`config.mk`:
```
export PLATFORM = sky130hd
export DESIGN_NAME = uart_tx_fifo
export DESIGN_NICKNAME = d
export VERILOG_FILES = /design/src/rtl/uart_tx_fifo.sv
export SDC_FILE = /design/constraint.sdc
export NUM_CORES = 1
export LEC_CHECK = 0
export BUFFER_PORTS_ARGS = -buffer_cell sky130_fd_sc_hd__buf_4
export CAP_MARGIN = 20
export CORE_MARGIN = 2
export CORE_UTILIZATION = 55
export DETAILED_ROUTE_END_ITERATION = 10
export GPL_ROUTABILITY_DRIVEN = 1
export PLACE_DENSITY = 0.69
export SLEW_MARGIN = 20
export SYNTH_ARGS = -nofsm -noshare
export SYNTH_HDL_FRONTEND = slang
export SYNTH_SLANG_ARGS = --single-unit
export TNS_END_PERCENT = 10
```
`constraint.sdc`:
```
create_clock -name clk -period 4.1 [get_ports clk]
set_clock_uncertainty 0.15 [all_clocks]
set_input_delay 0.205 -clock clk [delete_from_list [all_inputs] [get_ports clk]]
set_output_delay 0.205 -clock clk [all_outputs]
set_load 0.1 [all_outputs]
```
`src/rtl/uart_tx_fifo.sv`:
```
// Buffered 8N1 UART transmitter: valid/ready byte stream -> FIFO -> serial line, LSB first.
// Define UART_TX_PARITY_EN to insert an even parity bit (8E1 frames).
module uart_tx_fifo #(
  parameter int CLKS_PER_BIT = 208,
  parameter int FIFO_DEPTH   = 16
) (
  input  logic                          clk,
  input  logic                          resetn,
  input  logic [7:0]                    s_tdata,
  input  logic                          s_tvalid,
  output logic                          s_tready,
  output logic                          uart_tx,
  output logic                          busy,
  output logic [$clog2(FIFO_DEPTH):0]   fifo_level
);

  localparam int AW = $clog2(FIFO_DEPTH);
  localparam int BW = $clog2(CLKS_PER_BIT);
  localparam logic [BW-1:0] BAUD_LAST = BW'(CLKS_PER_BIT - 1);

  typedef enum logic [2:0] {S_IDLE, S_START, S_DATA, S_PARITY, S_STOP} state_e;

  state_e        state_q, state_d;
  logic [BW-1:0] baud_q, baud_d;
  logic [2:0]    bit_q, bit_d;
  logic [7:0]    shift_q, shift_d;
  logic          tx_q, tx_d;
  logic          rdy_q;
  logic [AW:0]   wr_q, rd_q;
  logic [7:0]    mem_q [FIFO_DEPTH];
`ifdef UART_TX_PARITY_EN
  logic          par_q, par_d;
`endif

  logic       push, pop, empty, bit_end;
  logic [7:0] head;

  // Pointers carry one extra wrap bit so full and empty differ.
  assign fifo_level = wr_q - rd_q;
  assign empty      = (wr_q == rd_q);
  assign head       = mem_q[rd_q[AW-1:0]];
  assign s_tready   = rdy_q && (fifo_level != (AW+1)'(FIFO_DEPTH));
  assign push       = s_tvalid && s_tready;
  assign bit_end    = (baud_q == BAUD_LAST);
  assign uart_tx    = tx_q;
  assign busy       = (state_q != S_IDLE) || (fifo_level != '0);

  always_comb begin
    state_d = state_q;
    baud_d  = baud_q;
    bit_d   = bit_q;
    shift_d = shift_q;
    tx_d    = 1'b1;
    pop     = 1'b0;
`ifdef UART_TX_PARITY_EN
    par_d   = par_q;
`endif
    if (state_q != S_IDLE) baud_d = bit_end ? '0 : baud_q + 1'b1;
    case (state_q)
      S_IDLE: if (!empty) pop = 1'b1;
      S_START: begin
        tx_d = 1'b0;
        if (bit_end) state_d = S_DATA;
      end
      S_DATA: begin
        tx_d = shift_q[0];
        if (bit_end) begin
          shift_d = {1'b0, shift_q[7:1]};
          bit_d   = bit_q + 3'd1;
`ifdef UART_TX_PARITY_EN
          if (bit_q == 3'd7) state_d = S_PARITY;
`else
          if (bit_q == 3'd7) state_d = S_STOP;
`endif
        end
      end
`ifdef UART_TX_PARITY_EN
      S_PARITY: begin
        tx_d = par_q;
        if (bit_end) state_d = S_STOP;
      end
`endif
      S_STOP: begin
        if (bit_end) begin
          if (!empty) pop = 1'b1;
          else        state_d = S_IDLE;
        end
      end
      default: state_d = S_IDLE;
    endcase
    // A pop always launches a fresh frame, from IDLE or straight out of STOP.
    if (pop) begin
      shift_d = head;
      bit_d   = '0;
      baud_d  = '0;
      state_d = S_START;
`ifdef UART_TX_PARITY_EN
      par_d   = ^head;
`endif
    end
  end

  // The line register follows the current state, so the line lags the FSM by one cycle.
  always_ff @(posedge clk) begin
    if (!resetn) begin
      state_q <= S_IDLE;
      baud_q  <= '0;
      bit_q   <= '0;
      shift_q <= '0;
      tx_q    <= 1'b1;
      rdy_q   <= 1'b0;
      wr_q    <= '0;
      rd_q    <= '0;
      for (int i = 0; i < FIFO_DEPTH; i++) mem_q[i] <= '0;
`ifdef UART_TX_PARITY_EN
      par_q   <= 1'b0;
`endif
    end else begin
      state_q <= state_d;
      baud_q  <= baud_d;
      bit_q   <= bit_d;
      shift_q <= shift_d;
      tx_q    <= tx_d;
      rdy_q   <= 1'b1;
      if (push) begin
        mem_q[wr_q[AW-1:0]] <= s_tdata;
        wr_q <= wr_q + 1'b1;
      end
      if (pop) rd_q <= rd_q + 1'b1;
`ifdef UART_TX_PARITY_EN
      par_q   <= par_d;
`endif
    end
  end

endmodule
```
==> results of run 1 <==
registers in the layout, indices dropped and copies added (netlist names), named ones only:
| name | count |
|---|---|
| baud_q | 8 |
| uart_tx | 1 |
| rdy_q | 1 |
| shift_q | 8 |
| rd_q | 5 |
| state_q | 3 |
| mem_q | 128 |
| bit_q | 3 |
| wr_q | 5 |
path summary, 6_finish.rpt:
kind | cells past startpoint | from | endpoint | slack [ps]
min | 1 | resetn | rdy_q | 40
min reg2reg | 2 | bit_q[1] | bit_q[1] | 320
max | 10 | wr_q[0] | s_tready | 440
max reg2reg | 9 | wr_q[0] | mem_q[7][6] | 810
layout make-up:
cell class	instances	area, µm²	area share, %
sequential	166	4606	52.62
multi-input combinational	425	2928	33.45
clock buffer	17	425.4	4.860
timing repair buffer	45	337.8	3.859
tap	180	225.2	2.573
clock inverter	15	186.4	2.130
inverter	12	45.04	0.5146
power breakdown:
group / switching, µW / internal [µW] / total (µW) / leakage (µW)
combinational: 867 / 385 / 1250 / 0.00102
sequential: 108 / 1910 / 2020 / 0.00163
clock: 736 / 874 / 1610 / 0.000294
total: 1710 / 3170 / 4890 / 0.00295
cell families after synthesis:
logic type	count (synthesis)	synth area share, %
DFF	166	59.36
and+or+nand+nor	297	18.05
AOI/OAI and AO/OA	64	5.711
muxes	39	10.20
adders and majority gates	13	2.194
buffers and inverters	61	3.129
xor gates and xnor gates	12	1.355
metal layers:
| metal | up-vias | track usage (%) |
|---|---|---|
| li1 | 2478 | - |
| met5 | - | 0 |
| met2 | 290 | 42.51 |
| met1 | 2718 | 37.47 |
| met4 | 0 | 10.27 |
| met3 | 45 | 6.599 |
through the flow:
| step | std cells | hold WS [ps] |
|---|---|---|
| 2_1_floorplan | 652 | 82.72 |
| 3_3_place_gp | 828 | 294.8 |
| 3_5_place_dp | 828 | 313.0 |
| 4_1_cts | 860 | 3.586 |
| 5_1_grt | 860 | 22.86 |
| 6_report | 860 | 36.51 |
cell usage in the layout, fill, tap and decap left out, types with 9 or more instances in the layout:
master,n
a21oi_1,9
a22oi_1,15
buf_4,45
clkbuf_16,17
dfxtp_1,37
edfxtp_1,128
ha_1,12
inv_1,12
mux4_2,32
nand2_1,65
nand3_1,36
nor2_1,68
nor3_1,94
o21ai_0,12
==> flow_metrics.py, run 1 <==
metrics = {
    "clocking": {
        "cts_buffer_depth": 2,
        "cts_buffers": 17,
        "cts_tree": "done",
        "root_buffer": "clkbuf_16",
        "cts_max_level": 4,
        "cts_resized": 0,
        "cts_hold_buf": 0,
        "clk_pin_slew_ps": 70,
        "cts_num_sinks": 166,
        "insertion_delay_ps": 430,
        "cts_setup_buffers": 0,
    },
    "placed_design": {
        "placed_area_um2": 8142,
        "place_hpwl_mm": 12.93,
        "place.gp.congestion": 0.8951,
        "port_buffers": 18,
        "post-place-ws_ps": 839.8,
    },
    "layout": {
        "synthToLayoutAreaGrowth_pct": 12.86,
        "nNetsFinal": 691,
        "fin_area_um2": 8753,
        "antenna_cells": 0,
        "final_util_pct": 63.31,
        "fillers": 1040,
        "drive_above_1_share_pct": 17.06,
    },
    "worst_setup_path": {
        "crit_buf_inv": 4,
        "crit_arrival_ps": 3310,
        "slowest_delay_ps": 430,
        "cp-end-kind": "output port",
        "cp-start-kind": "flop",
        "crit_fanout": 15,
        "crit_chain": "inv_1, ha_1, fa_1, xnor2_2, nor4bb_1, nor2_1, o21ai_4, buf_4, inv_1, buf_4",
        "crit_family": "buffers and inverters",
        "cp.required_ps": 3740,
        "slowest_stage": "fa_1",
        "path_class": "reg2out",
    },
    "synth": {
        "synth-edff-count": 128,
        "synth_top_area_share_pct": 49.56,
        "syn_area_um2": 7756,
        "ys.flop_type": "edfxtp_1",
        "seq_area_frac_synth_pct": 59.36,
        "synthMostInstantiatedCell": "edfxtp_1",
        "postSynthAreaPerCell_um2": 11.90,
        "synth_top_area_cell": "edfxtp_1",
        "async_flop_share_pct": 0,
        "synthTopCellsByArea": "edfxtp_1, dfxtp_1, mux4_2",
        "ys_warn_count": 0,
        "synth_cell_types": 46,
        "ys_ff_latch": 166,
        "postSynthCellCount": 652,
        "synth_fp_nets": 676,
        "synth_commonest_cells": "edfxtp_1, nor3_1, nor2_1",
    },
    "sta": {
        "final.setup.tns_ps": 0,
        "period_minus_slack_ps": 3662,
        "setup-violations-final": 0,
        "slew_violations": 0,
        "max_freq_mhz": 273.1,
        "relSlewSlack_pct": 37.84,
        "period_share_pct": 89.31,
        "rsz0062_at_grt": "no",
        "worstMarginPinSlew_ps": 932.4,
        "hold_viol_final": 0,
        "post-route-worst-setup-slack_ps": 438.3,
    },
    "pwr": {
        "total_power_uw": 4886,
        "powerDensity_nw_per_um2": 558.2,
        "vdd_drop_max_uv": 346.2,
        "power.leakage_uw": 0.002948,
    },
    "global_route": {
        "antenna_found_initial": 0,
        "grt_pass1_wl_mm": 30.06,
        "grt_pass1_vias": 5447,
        "grt.total_usage_pct": 27.31,
        "grt_remaining_overflow": 0,
        "grt_max_degree": 52,
    },
    "die": {
        "num_rows": 43,
        "initial_core_util_pct": 56.09,
        "die_h_um": 122.8,
        "die_x_um": 122.8,
        "dieArea_um2": 15070,
        "core_area_um2": 13830,
        "ioPinCount": 19,
    },
    "detailed_routing": {
        "final_antenna_net_count": 0,
        "firstDrtPassIters": 6,
        "vias_per_cell": 6.431,
        "met3_length_mm": 1.811,
        "post-route-drc-count": 0,
        "wl_per_cell_um": 22.37,
        "highest_layer": "met4",
        "drt-initial-drc-count": 640,
        "met2WireLength_mm": 9.437,
        "vias": 5531,
        "met1_length_mm": 7.520,
        "routed_wl_mm": 19.24,
    },
    "job": {
        "cap_violations": 0,
    },
    "min_path": {
        "min_path_type": "in2reg",
    },
    "outcome": {
        "status": "completed",
    },
}
Note: power is estimated with default switching activity, not from simulation.
==> run 2: changes to the inputs <==
--- a/config.mk
+++ b/config.mk
@@ -8,10 +8,10 @@
 export BUFFER_PORTS_ARGS = -buffer_cell sky130_fd_sc_hd__buf_4
 export CAP_MARGIN = 20
 export CORE_MARGIN = 2
-export CORE_UTILIZATION = 55
+export CORE_UTILIZATION = 45
 export DETAILED_ROUTE_END_ITERATION = 10
 export GPL_ROUTABILITY_DRIVEN = 1
-export PLACE_DENSITY = 0.69
+export PLACE_DENSITY = 0.58
 export SLEW_MARGIN = 20
 export SYNTH_ARGS = -nofsm -noshare
 export SYNTH_HDL_FRONTEND = slang
==> constraint.sdc (replaced) <==
create_clock -name clk -period 4.4 [get_ports clk]
set_clock_uncertainty 0.15 [all_clocks]
set_input_delay 0.22 -clock clk [delete_from_list [all_inputs] [get_ports clk]]
set_output_delay 0.22 -clock clk [all_outputs]
set_load 0.1 [all_outputs]
==> run 2 against run 1 <==
  * Clock power shrank 9%
  * Register-to-register slack improved by 40 ps
  * Core utilization is 12 points lower
  * Sequential power shrank 7%
  * Routed wire length grew 5.1%
  * Sequential share of layout area decreased by 0.16 points
  * Worst setup slack improved by 130 ps
  * Flip-flop and latch count did not move
  * Largest cell class unchanged
  * Die area grew 21%
  * Count of clock-buffer cells in the layout unchanged
  * Critical endpoint unchanged
==> flow_metrics.py, run 2 (synthesized netlist as in run 1, its figures left out) <==
metrics = {
    "clocking": {
        "cts_buffer_depth": 2,
        "cts_hold_buf": 0,
        "cts_num_sinks": 166,
        "cts_max_level": 4,
        "cts_tree": "done",
        "cts_resized": 0,
        "insertion_delay_ps": 440,
        "clk_pin_slew_ps": 70,
        "cts_setup_buffers": 0,
        "root_buffer": "clkbuf_16",
        "cts_buffers": 17,
    },
    "layout": {
        "final_common_cell": "edfxtp_1",
        "fillers": 1503,
        "largest_register_ffs": 128,
        "nNetsFinal": 692,
        "antenna_cells": 0,
        "drive_above_1_share_pct": 17.18,
        "final_cell_mix": "edfxtp_1, nor3_1, nor2_1",
        "final_util_pct": 51.48,
        "synthToLayoutAreaGrowth_pct": 13.21,
        "top_register": "mem_q",
        "top_regs": "mem_q (128), baud_q (8), shift_q (8)",
    },
    "die": {
        "core_area_um2": 17060,
        "num_rows": 48,
        "ioPinCount": 19,
        "die_x_um": 135.3,
        "initial_core_util_pct": 45.47,
        "dieArea_um2": 18300,
        "die_h_um": 135.3,
    },
    "worst_setup_path": {
        "path_class": "reg2out",
        "cp.required_ps": 4030,
        "slowest_stage": "o21ai_4",
        "crit_family": "adder cells",
        "worstReg2RegEnd": "mem_q[15][7]",
        "crit_arrival_ps": 3460,
        "crit_fanout": 27,
        "r2r_cells": 9,
        "crit_buf_inv": 4,
        "regToRegSetupSlack_ps": 850,
        "slowest_delay_ps": 600,
        "crit_chain": "inv_1, ha_1, fa_1, nand3b_1, nor4bb_1, nor2_1, o21ai_4, buf_4, inv_1, buf_4",
        "cp-end-kind": "output port",
        "cp-start-kind": "flop",
        "r2r-start": "wr_q[0]",
    },
    "placed_design": {
        "port_buffers": 18,
        "post-place-ws_ps": 758.1,
        "place_hpwl_mm": 14.62,
        "place.gp.congestion": 0.9107,
    },
    "detailed_routing": {
        "final_antenna_net_count": 0,
        "wl_per_cell_um": 22.31,
        "drt-initial-drc-count": 487,
        "post-route-drc-count": 0,
        "vias": 5443,
        "vias_per_cell": 6.008,
        "routed_wl_mm": 20.21,
        "firstDrtPassIters": 5,
    },
    "min_path": {
        "min_to": "rdy_q",
        "min_path_type": "in2reg",
        "hold_start": "resetn",
        "hold-path-cell-count": 1,
    },
    "global_route": {
        "grt_pass1_vias": 5382,
        "grt_remaining_overflow": 0,
        "grt.total_usage_pct": 23.18,
        "grt_pass1_wl_mm": 30.68,
        "grt_max_degree": 52,
        "antenna_found_initial": 0,
    },
    "sta": {
        "post-route-worst-setup-slack_ps": 570.9,
        "setup-violations-final": 0,
        "rsz0062_at_grt": "no",
        "period_share_pct": 87.02,
        "worstMarginPinSlew_ps": 919.2,
        "hold_viol_final": 0,
        "max_freq_mhz": 261.2,
        "slew_violations": 0,
        "final.setup.tns_ps": 0,
        "worst_hold_slack_ps": 60.44,
        "period_minus_slack_ps": 3829,
        "relSlewSlack_pct": 38.63,
    },
    "outcome": {
        "status": "completed",
    },
    "pwr": {
        "powerDensity_nw_per_um2": 514.7,
        "vdd_drop_max_uv": 353.5,
        "power.leakage_uw": 0.002941,
    },
    "job": {
        "cap_violations": 0,
    },
}
==> run 2: worst register-to-register path, cell delays in order, from the launching register on <==
cell and delay [ps]:
dfxtp_1 380, inv_1 120, ha_1 240, fa_1 430, nand2b_1 180, a21oi_1 170, xnor2_1 320, o211ai_1 380
o21ai_0 650, buf_4 260
==> run 2: routing by layer <==
| layer | up-vias | part of all wire, % | GRT usage (%) |
|---|---|---|---|
| li1 | 2476 | - | - |
| met1 | 2714 | 40 | 30.25 |
| met2 | 220 | 50 | 38.66 |
| met3 | 33 | 7.0 | 3.816 |
| met4 | 0 | 2.9 | 9.780 |
| met5 | - | 0 | 0 |
==> run 2: area by class of cell <==
| type | count | area, µm² | area share, % |
|---|---|---|---|
| repair buffers | 46 | 345.3 | 3.933 |
| flip-flops and latches | 166 | 4606 | 52.45 |
| inverters | 12 | 45.04 | 0.5130 |
| well taps | 225 | 281.5 | 3.206 |
| multi-input cells | 425 | 2928 | 33.34 |
| clock buffers | 17 | 425.4 | 4.845 |
| clock inverters | 15 | 150.1 | 1.710 |
==> run 2: through the flow <==
| stage | std cells | instance area, µm² | power, µW |
|---|---|---|---|
| floorplan | 652 | 7764 | 2765 |
| global placement | 874 | 8205 | 3058 |
| detailed placement | 874 | 8205 | 3088 |
| CTS | 906 | 8781 | 4529 |
| global route | 906 | 8781 | 4684 |
| finish | 906 | 8781 | 4519 |
==> run 2: how the worst max path moves through the flow <==
stage             from      endpoint  slack [ps]  depth (start not counted)
2_1_floorplan  wr_q[0]  mem_q[14][0]         310                          9
3_3_place_gp   wr_q[0]  mem_q[11][4]         940                          8
3_5_place_dp   wr_q[0]  mem_q[11][4]         760                          8
4_1_cts        wr_q[0]      s_tready         580                         10
5_1_grt        wr_q[0]      s_tready         310                         10
6_report       wr_q[0]      s_tready         570                         10
==> run 2: where the power goes <==
group          switching (µW)  internal [µW]
sequential               95.5           1780
combinational             827            358
clock                     697            758
==> run 3: changes to the inputs <==
--- a/config.mk
+++ b/config.mk
@@ -7,6 +7,7 @@
 export LEC_CHECK = 0
 export BUFFER_PORTS_ARGS = -buffer_cell sky130_fd_sc_hd__buf_4
 export CAP_MARGIN = 20
+export CORE_ASPECT_RATIO = 1.2
 export CORE_MARGIN = 2
 export CORE_UTILIZATION = 45
 export DETAILED_ROUTE_END_ITERATION = 10
==> run 3 against run 2 <==
  * Non-clock buffer count down 5
  * Critical path depth unchanged
  * First-iteration DRC count up 20%
  * Worst setup slack worse by 100 ps
  * Flip-flop and latch count unchanged
  * Final cell count down 1.5%
  * Clock power about the same
  * Cell area down 0.34%
  * Largest power group unchanged
==> flow_metrics.py, run 3 (synthesized netlist as in run 1, its figures left out) <==
metrics = {
    "die": {
        "ioPinCount": 19,
        "core_area_um2": 16850,
        "die_h_um": 147.8,
        "dieArea_um2": 18310,
        "initial_core_util_pct": 46.03,
        "die_x_um": 123.8,
        "num_rows": 52,
    },
    "pwr": {
        "netSwitchingFraction_pct": 35.54,
        "pwr-share-seq_pct": 42.3,
        "power_switching_uw": 1595,
        "vdd_drop_max_uv": 309.8,
        "clkPwrFrac_pct": 32.3,
        "combinationalPowerShare_pct": 25.4,
        "internal_power_uw": 2893,
        "power.leakage_uw": 0.002915,
        "powerDensity_nw_per_um2": 512.9,
    },
    "job": {
        "cap_violations": 0,
    },
    "worst_setup_path": {
        "cp.required_ps": 4030,
        "crit_arrival_ps": 3560,
        "crit_fanout": 61,
        "cp-start-kind": "flop",
        "crit_chain": "inv_1, ha_1, fa_1, xnor2_2, nor4bb_1, nor2_1, o21ai_4, buf_12, inv_1, buf_4",
        "slowest_delay_ps": 540,
        "slowest_stage": "o21ai_4",
        "cp_common_cell": "inv_1",
        "path_class": "reg2out",
        "cp-end-kind": "output port",
    },
    "layout": {
        "fillers": 1422,
        "nNetsFinal": 687,
        "largest_register_ffs": 128,
        "final_common_cell": "edfxtp_1",
        "synthToLayoutAreaGrowth_pct": 12.82,
        "top_register": "mem_q",
        "antenna_cells": 0,
        "top_regs": "mem_q (128), baud_q (8), shift_q (8)",
        "final_util_pct": 51.93,
        "final_cell_mix": "edfxtp_1, nor3_1, nor2_1",
        "drive_above_1_share_pct": 16.57,
    },
    "clocking": {
        "cts_max_level": 4,
        "cts_num_sinks": 166,
        "cts_buffers": 17,
        "cts_hold_buf": 0,
        "insertion_delay_ps": 440,
        "cts_setup_buffers": 0,
        "clk_pin_slew_ps": 70,
        "cts_buffer_depth": 2,
        "cts_tree": "done",
        "cts_resized": 0,
        "root_buffer": "clkbuf_16",
    },
    "global_route": {
        "grt.total_usage_pct": 23.67,
        "grt_pass1_wl_mm": 31.48,
        "grt_remaining_overflow": 0,
        "grt_max_degree": 62,
        "grt_pass1_vias": 5411,
        "antenna_found_initial": 0,
    },
    "outcome": {
        "status": "completed",
    },
    "placed_design": {
        "port_buffers": 18,
        "post-place-ws_ps": 970.7,
        "place_hpwl_mm": 14.04,
        "place.gp.congestion": 0.8474,
    },
    "sta": {
        "hold_viol_final": 0,
        "rsz0062_at_grt": "no",
        "slew_violations": 0,
        "period_share_pct": 89.31,
        "worst_hold_slack_ps": 54.67,
        "post-route-worst-setup-slack_ps": 470.3,
        "max_freq_mhz": 254.5,
        "worstMarginPinSlew_ps": 791.9,
        "relSlewSlack_pct": 46.80,
        "period_minus_slack_ps": 3930,
        "final.setup.tns_ps": 0,
        "setup-violations-final": 0,
    },
    "detailed_routing": {
        "vias": 5335,
        "wl_per_cell_um": 22.44,
        "drt-initial-drc-count": 583,
        "final_antenna_net_count": 0,
        "post-route-drc-count": 0,
        "vias_per_cell": 5.981,
        "firstDrtPassIters": 7,
        "routed_wl_mm": 20.02,
    },
    "min_path": {
        "min_path_type": "in2reg",
    },
}
run 3: cell types whose count changed in the layout (fill, tap and decap cells not counted), sizes merged:
cell / change
clkinv: +1
clkinvlp: +1
inv: -2
buf: -5
run 3: through the flow:
stage                     cell area (µm²)  instances  power, µW
final                                8751        892       4488
after global routing                 8751        892       4674
after CTS                            8751        892       4501
after detailed placement             8172        860       3067
after global placement               8169        860       3043
after floorplan                      7764        652       2765
run 3: final cells by class:
class,instances,area [µm²],area share (%)
clock inverters,15,153.9,1.759
multi-input cells,425,2928,33.46
inverters,12,45.04,0.5147
clock buffers,17,425.4,4.861
flip-flops and latches,166,4608,52.66
repair buffers,41,320.3,3.660
well taps,216,270.3,3.088
run 3: power by group through the flow:
stage	sequential [µW]	combinational [µW]	clock [µW]
after floorplan	1870	899	0
after detailed placement	1940	1130	0
final	1900	1140	1450
after CTS	1900	1140	1460
after global placement	1930	1110	0
after global routing	1920	1210	1540
run 3: metal layers:
layer / vias up / global-route usage, % / wire (µm)
li1: 2468 / - / -
met1: 2665 / 31.67 / 8375
met2: 174 / 38.85 / 10090
met3: 28 / 4.591 / 1132
met4: 0 / 7.500 / 420
met5: - / 0 / 0
run 3: final timing paths:
path                               endpoint      from  depth (start not counted)  slack, ps
worst min register to register     bit_q[2]  bit_q[2]                          2        320
worst max register to register  mem_q[7][4]   wr_q[0]                          9       1040
worst max-delay path               s_tready   wr_q[0]                         10        470
worst min-delay path                  rdy_q    resetn                          1         50
run 3: critical path: cells and delay by family, from the launching register on:
family / cells / cell delay (ps)
xor gates and xnor gates: 1 / 180
AOI/OAI and AO/OA: 1 / 540
DFF: 1 / 380
buffers and inverters: 4 / 770
and+or+nand+nor: 2 / 550
adders and majority gates: 2 / 670
